<file path="src/rtl/msx_bus_arbiter.sv">
// Purpose : round-robin owner selection for the shared MSX system bus, Z80 CPU is requester 0,
//           with a turnaround gap between owners and WAIT_n generation for a stalled CPU.
// Latency : req -> gnt 1 cycle from IDLE; release -> next grant 1 + TURNAROUND + 1 cycles.
// Backpressure: requesters hold req until granted and done; CPU is stalled via wait_n while waiting.
//
// Ports:
//   clk, rst_n        clock (rising edge) and asynchronous active-low reset
//   req[REQ_N]        per-master bus request, held until granted and done
//   done[REQ_N]       1-cycle release pulse, only the current owner's bit is honoured
//   gnt[REQ_N]        registered one-hot grant
//   owner             index of current / last owner
//   busy              high while any grant is high
//   wait_n            Z80 WAIT_n, low while req[0] is up and gnt[0] is not
//   timeout_err       1-cycle pulse on a forced release
//
// Optional feature: define ARB_TIMEOUT_EN to force release after TIMEOUT owned cycles.
// Without it timeout_err is tied low and an owner may hold the bus indefinitely.

module msx_bus_arbiter #(
    parameter int REQ_N      = 3,
    parameter int TURNAROUND = 1,
    parameter int TIMEOUT    = 255
) (
    input  logic                     clk,
    input  logic                     rst_n,
    input  logic [REQ_N-1:0]         req,
    input  logic [REQ_N-1:0]         done,
    output logic [REQ_N-1:0]         gnt,
    output logic [$clog2(REQ_N)-1:0] owner,
    output logic                     busy,
    output logic                     wait_n,
    output logic                     timeout_err
);

    localparam int OW = $clog2(REQ_N);

    localparam logic [1:0] ST_IDLE = 2'd0;
    localparam logic [1:0] ST_OWN  = 2'd1;
    localparam logic [1:0] ST_TURN = 2'd2;

    logic [1:0]    state;
    logic [OW-1:0] ptr;
    logic [3:0]    turn_cnt;

    logic [OW-1:0] sel;
    logic          sel_vld;
    int            idx;

    logic          nat_release;
    logic          force_release;
    logic          release_now;
    logic [OW-1:0] next_ptr;

    // Round-robin pick: walk from the highest offset down so the last hit,
    // i.e. the requester closest to ptr, wins.
    always_comb begin
        sel     = '0;
        sel_vld = 1'b0;
        idx     = 0;
        for (int k = REQ_N - 1; k >= 0; k--) begin
            idx = int'(ptr) + k;
            if (idx >= REQ_N) begin
                idx = idx - REQ_N;
            end
            if (req[idx[OW-1:0]]) begin
                sel     = idx[OW-1:0];
                sel_vld = 1'b1;
            end
        end
    end

    // A done pulse and a dropped request in the same cycle are one release.
    assign nat_release = done[owner] | ~req[owner];
    assign release_now = (state == ST_OWN) & (nat_release | force_release);
    assign next_ptr    = (owner == OW'(REQ_N - 1)) ? '0 : owner + 1'b1;

`ifdef ARB_TIMEOUT_EN
    logic [7:0] hold_cnt;

    // hold_cnt equals the number of OWN cycles already completed, so the
    // release is forced during the TIMEOUT-th owned cycle.
    assign force_release = (state == ST_OWN) & (hold_cnt == 8'(TIMEOUT - 1));

    always_ff @(posedge clk or negedge rst_n) begin
        if (!rst_n) begin
            hold_cnt    <= '0;
            timeout_err <= 1'b0;
        end else begin
            timeout_err <= (state == ST_OWN) & force_release & ~nat_release;
            if (state == ST_IDLE) begin
                hold_cnt <= '0;
            end else if (state == ST_OWN) begin
                hold_cnt <= hold_cnt + 8'd1;
            end
        end
    end
`else
    assign force_release = 1'b0;
    assign timeout_err   = 1'b0;
`endif

    always_ff @(posedge clk or negedge rst_n) begin
        if (!rst_n) begin
            state    <= ST_IDLE;
            ptr      <= '0;
            turn_cnt <= '0;
            gnt      <= '0;
            owner    <= '0;
            busy     <= 1'b0;
        end else begin
            case (state)
                ST_IDLE: begin
                    if (sel_vld) begin
                        gnt   <= {{(REQ_N-1){1'b0}}, 1'b1} << sel;
                        owner <= sel;
                        busy  <= 1'b1;
                        state <= ST_OWN;
                    end
                end
                ST_OWN: begin
                    if (release_now) begin
                        gnt      <= '0;
                        busy     <= 1'b0;
                        ptr      <= next_ptr;
                        turn_cnt <= 4'(TURNAROUND - 1);
                        state    <= ST_TURN;
                    end
                end
                ST_TURN: begin
                    if (turn_cnt == 4'd0) begin
                        state <= ST_IDLE;
                    end else begin
                        turn_cnt <= turn_cnt - 4'd1;
                    end
                end
                default: begin
                    state <= ST_IDLE;
                end
            endcase
        end
    end

    // Combinational so the CPU is stalled in the very cycle it requests;
    // held inactive during reset.
    assign wait_n = rst_n ? ~(req[0] & ~gnt[0]) : 1'b1;

endmodule
</file>
<file path="config.mk">
export PLATFORM = sky130hd
export DESIGN_NAME = msx_bus_arbiter
export DESIGN_NICKNAME = d
export VERILOG_FILES = /design/src/rtl/msx_bus_arbiter.sv
export SDC_FILE = /design/constraint.sdc
export NUM_CORES = 1
export LEC_CHECK = 0
export BUFFER_PORTS_ARGS = -buffer_cell sky130_fd_sc_hd__buf_4
export CAP_MARGIN = 10
export CORE_ASPECT_RATIO = 0.8
export CORE_UTILIZATION = 30
export DETAILED_ROUTE_END_ITERATION = 6
export SLEW_MARGIN = 20
export SYNTH_ARGS = -nofsm -noshare
export SYNTH_HDL_FRONTEND = slang
export SYNTH_SLANG_ARGS = --single-unit
</file>
<file path="constraint.sdc">
create_clock -name clk -period 4.52 [get_ports clk]
set_input_delay 0.678 -clock clk [delete_from_list [all_inputs] [get_ports clk]]
set_output_delay 0.678 -clock clk [all_outputs]
set_load 0.005 [all_outputs]
</file>
Word-level counts from Yosys, hierarchy flattened:

Cells that the tools add are included.

* logic and storage cells: 77
* input bits: 8
* output and inout bits: 8
* register bits: 14

* multiplexer cells: 34
* $add $sub $neg: 7
* bitwise logic cells: 6
* magnitude comparators: 7
* shift-type cells: 1
* equality and inequality tests: 7
* reductions and logical operators: 9

Operators by type and width (number)
* 2-bit 2-to-1 mux: 10
* 2-bit by 3-bit < comparator with 1-bit output, second input constant: 4
* 1-bit 2-to-1 mux: 11
* 1-bit binary-select mux with 2-bit select: 5
* 3-bit AND reduction: 3
* 4-bit 2-to-1 mux: 2
* 2-bit inequality test, second input constant: 4
* 4-bit case mux with 2 select lines: 1
* 3-bit by 2-bit greater-or-equal comparator with 1-bit output, second input constant: 2
* 3-bit 2-to-1 mux: 2
* 2-bit case mux with 3 select lines: 1
* 3-bit case mux with 2 select lines: 1
* 2-bit subtractor, second input constant: 3
* 2-bit == test, second input constant: 2
* 4-bit logical NOT: 1
* 2-bit AND reduction: 2
* 2-bit nonzero test: 2
* 4-bit by 1-bit subtractor with 4-bit output, second input constant: 1
* 2-bit by 1-bit adder with 3-bit output, second input constant: 1
* 2-bit by 2-bit adder with 3-bit output, second input constant: 1
* 1-bit NOT: 3
* 1-bit by 2-bit left shift with 3-bit output, first input constant: 1
* 2-bit by 1-bit adder with 2-bit output, second input constant: 1
* 1-bit AND: 2
* other kinds (5): 5

Depth between registers and ports, before layout:

Gate-level depths: netlist of the first run.

* depth after elaboration: 11
* depth in mapped cells: 9
* mapped depth without buffers: 7

Worst setup path before layout of the first run:

No wires, ideal clock.

* path kind: input to register
* from: input port req[0]
* to: register turn_cnt[1]
* library setup time: 125 ps
* buffers on the path: 0
* required time: 4395 ps
* cell stages on the path: 5
* slack: 2842 ps
* arrival time: 1553 ps
* cells stage by stage: inv_2 > o32a_1 > o21ai_2 > nand2_2 > mux2_4

* longest elaborated chain between the ends: 7

RTL lines
* start, declared: line 26 `input logic [REQ_N-1:0] req,`
* 1-bit binary-select mux with 2-bit select: line 73 `assign nat_release = done[owner] | ~req[owner];`
* 1-bit 2-to-1 mux (implied by the code): line 73
* 1-bit NOT: line 73
* 1-bit bitwise OR: line 73
* 1-bit AND: line 74 `assign release_now = (state == ST_OWN) & (nat_release | force_release);`
* 2-bit inequality test (no line)
* 3-bit AND reduction (no line)
* end signal, assigned: line 125 `turn_cnt <= 4'(TURNAROUND - 1);`
* end signal, assigned: line 133 `turn_cnt <= turn_cnt - 4'd1;`
* end, declared: line 43 `logic [3:0] turn_cnt;`

Every way passes these cells. The select of a mux whose other input is x is not followed.
A chain may end at the register's enable or synchronous reset.

Final worst setup path of the first run:

* from: register ptr[0]
* to: register gnt[1]

* longest elaborated chain between the ends: 11
* elaborated cells between the ends (all ways): 28
* those cells by class: add/sub (5); order compare (3); eq/ne (1); shift (1); mux (17); reduce/logical (1)

RTL lines
* start, declared: line 42 `logic [OW-1:0] ptr;`
* start signal, assigned: line 124 `ptr <= next_ptr;`
* 2-bit by 2-bit adder with 3-bit output: line 61 `idx = int'(ptr) + k;`
* 3-bit by 2-bit greater-or-equal comparator with 1-bit output / 2-bit subtractor (equally long branches): line 62, 63
* 2-bit 2-to-1 mux: line 62 `if (idx >= REQ_N) begin`
* 1-bit binary-select mux with 2-bit select: line 65 `if (req[idx[OW-1:0]]) begin`
* 1-bit 2-to-1 mux (implied by the code): line 65
* 2-bit 2-to-1 mux (3 in a row): line 65
* 1-bit by 2-bit left shift with 3-bit output: line 114 `gnt <= {{(REQ_N-1){1'b0}}, 1'b1} << sel;`
* 3-bit 2-to-1 mux: line 113 `if (sel_vld) begin`
* 3-bit case mux with 2 select lines: line 111 `case (state)`
* end signal, assigned: line 114
* end, declared: line 28 `output logic [REQ_N-1:0] gnt,`

Several ways; a longest one is shown, not always the timed one. The select of a mux whose other input is x is not followed.

==> summary.md, run 1 <==
| Metric | Value |
|---|---|
| Status | `finished clean` |
| Max-Cap Viols | `0` |
| Synth unique cells | `34` |
| DP Wirelength | `1.28 mm` |
| Metal-1 WL | `834 µm` |
| Worst path cell trace | `inv_1 > ha_1 > a221oi_1 > a32oi_1 > o21ai_1 > nor2b_1 > a31o_1` |
| TritonCTS clock tree | `done` |
| Port bufs | `14` |
| Most frequent cells in the layout | `14 x dfrtp_1, 14 x buf_4, 8 x nand2_1, 8 x o21ai_0, 7 x inv_1` |
| Number of setup buffers added after CTS | `0` |
| Design Power | `653 µW` |
| Setup Skew | `0.00171 ns` |
| Clk_lat worst skew | `0.28 ns` |
| TritonRoute pass-1 iters | `4` |
| R2r endpoint | `gnt[1]$_DFFE_PN0P_` |
| Origin of the worst setup path | `ptr[0]$_DFFE_PN0P_` |
| Worst setup SP type | `flip-flop` |
| F_max | `roughly 460 MHz` |
| DR WL met3 | `74 µm` |
| Remaining DRCs | `0` |
| Vias in the first global route | `slightly above 700` |
| Largest net degree at the start of global routing | `16` |
| Cell depth of the worst setup path | `7` |
| H-tree levels | `1` |
| Drt first-iter violations | `6` |
| Syn Inst Count | `95` |
| Starting Density | `a little under a third` |
| Cell count after placement | `143` |
| Avg Inst Size Synth | `roughly 9.1 µm²` |
| Layout filler cell count | `about 280` |
| CP delay by family, top | `compound AO/OA/AOI/OAI gates` |
| Internal reg-to-reg setup slack | `2.34 ns` |
| RSZ-0062 raised after global routing | `no` |
| Setup crit end kind | `flip-flop` |
| Die Y | `50.0 µm` |
| Initial antenna violation count | `0` |
| Worst EP required | `4.69 ns` |
| Proportion of layout cells with a drive suffix above 1 | `21.1%` |
| Synthesis warning total | `0` |
| Final GP Congestion | `0.746` |
| CTS Buf Count | `3` |
| Clk slew on worst S/H paths | `0.08 ns` |
| Layout area overhead | `19.2%` |
| IO Pins | `16` |
| Sequential-to-total area share from yosys stat | `40.5%` |
| Crit path to | `gnt[1]$_DFFE_PN0P_` |
| Final min period | `2.18 ns` |
| Max incr delay on CP | `0.54 ns` |
| Synth Net Count | `approximately 110` |
| Crit Path Category | `flip-flop to flip-flop` |
| Clock tree root driver cell | `clkbuf_4` |
| Core ar. | `0.00274 mm²` |
| Setup TNS | `0 ns` |
| Global Route Usage Sum | `13.7%` |
| Final setup margin | `2.34 ns` |
| Top layer in use | `met4` |
| Synth Cell Area | `865 µm²` |
| Slowest cell on crit path | `o21ai_1` |
| Antenna-violating nets left | `0` |
| Routed via count | `704` |
| R2R Path Start | `ptr[0]$_DFFE_PN0P_` |
| First-pass GRT wire length | `3.11 mm` |
| HP Class | `primary input to asynchronous set/reset pin` |
| Setup Slack @ Placement | `2.31 ns` |
| Worst-Margin Slew | `0.658 ns` |
| Share of the clock period used by the worst path | `just under 50%` |
| Pwr Density | `633 mW/mm²` |
| Final Util | `around 38%` |
| Slew HR | `55.8%` |
| Routed WL | `between 1.5 and 2 mm` |
| Setup violations, final | `0` |
| Critical path data arrival time | `2.36 ns` |
| Global route overflow | `0` |
| FF+latch count, synth | `14` |
| Nets | `123` |
| DR WL/cell | `approximately 12 µm` |
| R2R depth | `7` |
| Hold Buf Count CTS | `0` |
| Pleak | `0.497 nW` |
| CTS Sinks | `14` |
| WP buf/inv | `1` |
| Diodes inserted | `0` |
| Crit path max fanout | `11` |
| Row count | `17` |
| Post-CTS Resized | `0` |
| Worst vdd ir | `202 µV` |
| Vias per cell | `4.79` |
| Die Wd | `between 60 and 70 µm` |
| Non-filler cells, final | `147` |
| Die ar. | `0.00310 mm²` |
| Slew Limit Fails | `0` |
| Met2 wire length | `around 780 µm` |
| Final Hold Viols | `0` |
| Clk buf depth | `2` |
==> cells in the mapped netlist <==
| master | count | share of area (%) |
|---|---|---|
| a221oi_1 | 2 | 2.0 |
| conb_1 | 1 | 0.43 |
| a21boi_0 | 1 | 0.87 |
| a21bo_2 | 1 | 1.2 |
| nand3_1 | 3 | 1.7 |
| inv_1 | 7 | 3.0 |
| buf_4 | 1 | 0.87 |
| ha_1 | 5 | 7.2 |
| inv_2 | 1 | 0.43 |
| o21ai_0 | 8 | 4.6 |
| o32a_1 | 1 | 1.2 |
| a31oi_1 | 2 | 1.4 |
| buf_2 | 3 | 1.7 |
| mux2_4 | 1 | 1.7 |
| dfrtp_1 | 14 | 41 |
| o31ai_1 | 3 | 2.6 |
| a31o_1 | 1 | 1.0 |
| nor2b_1 | 3 | 2.2 |
| nor4_1 | 1 | 0.72 |
| a32oi_1 | 1 | 1.0 |
| nor2_1 | 6 | 2.6 |
| o2bb2ai_1 | 1 | 1.0 |
| o21ai_2 | 1 | 1.0 |
| a21oi_1 | 1 | 0.58 |
| and2_1 | 2 | 1.4 |
| a21o_1 | 3 | 2.6 |
| nand2_1 | 8 | 3.5 |
| nor4b_1 | 1 | 1.0 |
| o21ai_1 | 1 | 0.58 |
| nand2_2 | 1 | 0.72 |
| nand3b_1 | 1 | 0.87 |
| mux2i_1 | 1 | 1.2 |
| nand2b_1 | 6 | 4.3 |
| xor2_1 | 2 | 2.0 |
==> registers in the layout (all words and copies together), names as in the netlist <==
| name | cells |
|---|---|
| turn_cnt | 4 |
| ptr | 2 |
| busy | 1 |
| state | 2 |
| owner | 2 |
| gnt | 3 |
==> worst register-to-register path: cells and delay by family (launching register included) <==
family	cells	cell delay, ns
buf+inv	1	0.07
compound gates	4	1.09
simple gates	1	0.13
fa+ha+maj	1	0.39
flops	1	0.39
==> area by class of cell <==
class	count	area, µm²	share of cell area, %
tap	38	47.5	4.61
timing repair buffer	14	105	10.2
multi-input combinational	69	462	44.8
sequential	14	350	34.0
clock buffer	4	36.3	3.52
inverter	8	30.0	2.91
==> worst min path at each step <==
stage / from / endpoint
6_report: rst_n / turn_cnt[0]$_DFFE_PN0P_
5_1_grt: rst_n / turn_cnt[2]$_DFFE_PN0P_
4_1_cts: rst_n / turn_cnt[2]$_DFFE_PN0P_
3_5_place_dp: busy$_DFFE_PN0P_ / busy$_DFFE_PN0P_
3_3_place_gp: busy$_DFFE_PN0P_ / busy$_DFFE_PN0P_
2_1_floorplan: rst_n / busy$_DFFE_PN0P_
==> routing by layer <==
metal,global-route usage (%),vias up
met4,4.44,0
met5,0,-
met1,17.8,325
met3,4.99,2
met2,20.7,18
li1,-,359
==> through the flow <==
stage               instance area [µm²]  hold slack (ns)
floorplan                           865            0.382
global placement                    995            0.484
detailed placement                  995            0.477
CTS                                1030            0.235
global route                       1030            0.223
finish                             1030            0.235
==> cells by family (layout without fill, tap and decap cells) <==
family | after synthesis | count (layout) | synth area share, %
AND/OR/NAND/NOR | 32 | 32 | 19.1
AO/OA/AOI/OAI | 27 | 27 | 21.7
flip-flops | 14 | 14 | 40.5
buffers and inverters | 12 | 26 | 6.08
adder cells (fa/ha/maj) | 5 | 5 | 7.24
XOR/XNOR | 2 | 2 | 2.03
multiplexers | 2 | 2 | 2.89
other | 1 | 1 | 0.434
==> power by group <==
part / switching, mW / internal, mW / leakage, nW
combinational: 0.182 / 0.157 / 0.297
clock: 0.0395 / 0.0490 / 0.0210
sequential: 0.0478 / 0.178 / 0.180
total: 0.269 / 0.384 / 0.497
Note: power is estimated with default switching activity, not from simulation.
==> run 2: changes to the inputs <==
==> constraint.sdc (replaced) <==
create_clock -name clk -period 1.9 [get_ports clk]
set_input_delay 0.285 -clock clk [delete_from_list [all_inputs] [get_ports clk]]
set_output_delay 0.285 -clock clk [all_outputs]
set_load 0.005 [all_outputs]
==> run 2 against run 1 <==
Die area did not move. Register-to-register slack got worse by 2.2 ns. Sequential share of layout area fell by 2.1 points. Flip-flop and latch count did not move. Worst hold slack improved by 0.15 ns. Total power rose to 2.6 times the previous value. Global-route usage barely moved. Sequential power rose by 140%. Clock power rose by 140%. Largest cell class unchanged. Combinational power rose to 2.9 times the previous value. Clock skew rose by 0.0021 ns. Wire length rose by 4.1%.
==> summary.md, run 2 (synthesized netlist as in run 1, its figures left out) <==
| Metric | Value |
|---|---|
| Global Route Usage Sum | `13.7% (+0.039 points)` |
| Routed via count | `725 (+3.0%)` |
| CTS Sinks | `14 (unchanged)` |
| Cell count after placement | `146 (+2.1%)` |
| Worst setup SP type | `flip-flop` |
| Fin Hold WS | `0.387 ns (+0.152 ns)` |
| Crit Path Category | `flip-flop to flip-flop` |
| Share of the clock period used by the worst path | `93.2% (+45 points)` |
| H-tree levels | `1 (unchanged)` |
| TritonRoute pass-1 iters | `4 (unchanged)` |
| Clock tree root driver cell | `clkbuf_4` |
| Most common cell after layout, fill and taps aside | `buf_4` |
| CTS Buf Count | `3 (unchanged)` |
| Worst vdd ir | `867 µV (+330%)` |
| Final min period | `1.77 ns (-0.412 ns)` |
| Antenna-violating nets left | `0 (unchanged)` |
| Setup violations, final | `0 (unchanged)` |
| Final setup margin | `0.130 ns (-2.21 ns)` |
| Die Wd | `62.0 µm (unchanged)` |
| Max reg flops | `4 (unchanged)` |
| Vias per cell | `4.77 (-0.40%)` |
| Layout area overhead | `27.1%` |
| Setup Skew | `0.00380 ns (+0.00209 ns)` |
| Reg with most FFs | `turn_cnt` |
| Die Y | `50.0 µm (unchanged)` |
| IO Pins | `16 (unchanged)` |
| Starting Density | `31.5% (unchanged)` |
| Clk buf depth | `2 (unchanged)` |
| Port bufs | `14 (unchanged)` |
| Non-filler cells, final | `152 (+3.4%)` |
| Final Util | `40.0% (+2.5 points)` |
| TritonCTS clock tree | `done` |
| Worst EP required | `2.12 ns (-2.57 ns)` |
| Drt first-iter violations | `15 (+9)` |
| Clk_lat worst skew | `0.28 ns (about the same)` |
| DR WL/cell | `11.7 µm (+0.63%)` |
| Vias in the first global route | `697 (-1.8%)` |
| Row count | `17 (unchanged)` |
| Biggest regs | `turn_cnt (4), gnt (3)` |
| Global route overflow | `0 (unchanged)` |
| Die ar. | `0.00310 mm² (unchanged)` |
| Pwr Density | `1570 mW/mm² (+150%)` |
| Remaining DRCs | `0 (unchanged)` |
| Slew Limit Fails | `0 (unchanged)` |
| First-pass GRT wire length | `3.13 mm (+0.87%)` |
| Core ar. | `0.00274 mm² (unchanged)` |
| DP Wirelength | `1.33 mm (+4.0%)` |
| F_max | `565 MHz (+23%)` |
| Layout filler cell count | `275 (-2.8%)` |
| Status | `finished clean` |
| Initial antenna violation count | `0 (unchanged)` |
| Setup Slack @ Placement | `0.000686 ns (-2.30 ns)` |
| Routed WL | `1.77 mm (+4.1%)` |
| HP Class | `primary input to asynchronous set/reset pin` |
| Crit path max fanout | `10 (-1)` |
| Critical path data arrival time | `1.99 ns (-0.37 ns)` |
| Setup TNS | `0 ns (unchanged)` |
| Setup crit end kind | `flip-flop` |
| Largest net degree at the start of global routing | `16 (unchanged)` |
| Most frequent cells in the layout | `17 x buf_4, 14 x dfrtp_1, 8 x nand2_1` |
| Diodes inserted | `0 (unchanged)` |
| Clk slew on worst S/H paths | `0.08 ns (about the same)` |
| Final GP Congestion | `0.757 (+1.4%)` |
| Final Hold Viols | `0 (unchanged)` |
| RSZ-0062 raised after global routing | `yes` |
| Nets | `128 (+4.1%)` |
| Pleak | `0.522 nW (+5.0%)` |
| Max-Cap Viols | `0 (unchanged)` |
| Proportion of layout cells with a drive suffix above 1 | `28.9% (+7.8 points)` |
run 2: cell types whose count changed in the layout (fill, tap and decap cells not counted), sizes merged:
cell | previous run | this run
buf | 14 | 18
dlygate4sd3 | 0 | 1
run 2: path summary, 6_finish.rpt:
kind                       depth (start not counted)  slack, ns                      end               start
max                                                7       0.13       gnt[1]$_DFFE_PN0P_  ptr[1]$_DFFE_PN0P_
min                                                2       0.39  turn_cnt[2]$_DFFE_PN0P_               rst_n
max reg2reg                                        7       0.13       gnt[1]$_DFFE_PN0P_  ptr[1]$_DFFE_PN0P_
min reg2reg                                        2       0.50         busy$_DFFE_PN0P_    busy$_DFFE_PN0P_
max in group asynchronous                          2       1.34       gnt[0]$_DFFE_PN0P_               rst_n
min in group clk                                   3       0.39     state[0]$_DFFE_PN0P_              req[2]
run 2: timing repair:
item	4_1_cts	5_1_grt
buffers inserted	0	1
hold endpoints to repair	14	0
pin swaps	0	1
hold buffers	1	0
resized for setup	1	7
setup endpoints to repair	2	6
run 2: where the power goes:
group / internal, mW / total, mW / leakage [nW] / switching, mW
logic: 0.483 / 0.967 / 0.321 / 0.484
clock network: 0.117 / 0.211 / 0.0210 / 0.0946
registers: 0.423 / 0.541 / 0.180 / 0.118
run 2: per-stage QoR:
step	total power [mW]	instance area [µm²]
after floorplan	1.13	865
after global placement	1.39	1020
after detailed placement	1.41	1020
after CTS	1.65	1070
after global routing	1.89	1100
final	1.72	1100
run 2: critical path, stage by stage, from the launching register on:
cell and delay [ns]:
dfrtp_1 0.42, inv_1 0.07, ha_2 0.27, nor2b_1 0.20
o21ai_0 0.11, a221oi_2 0.30, nor2b_1 0.23, a31o_1 0.11
run 2: final cells by class:
cell class	instances	area [µm²]	area share, %
Clock buffer	4	36.3	3.30
Inverter	8	30.0	2.73
Timing Repair Buffer	19	149	13.6
Sequential cell	14	350	31.9
Tap cell	38	47.5	4.33
Multi-Input combinational cell	69	485	44.2
run 2: layer usage:
| metal | up-vias | routed length, µm | global-route usage (%) |
|---|---|---|---|
| met4 | 0 | 12 | 2.22 |
| met5 | - | 0 | 0 |
| met1 | 342 | 831 | 19.1 |
| met3 | 2 | 71 | 4.72 |
| met2 | 16 | 855 | 20.7 |
| li1 | 365 | - | - |
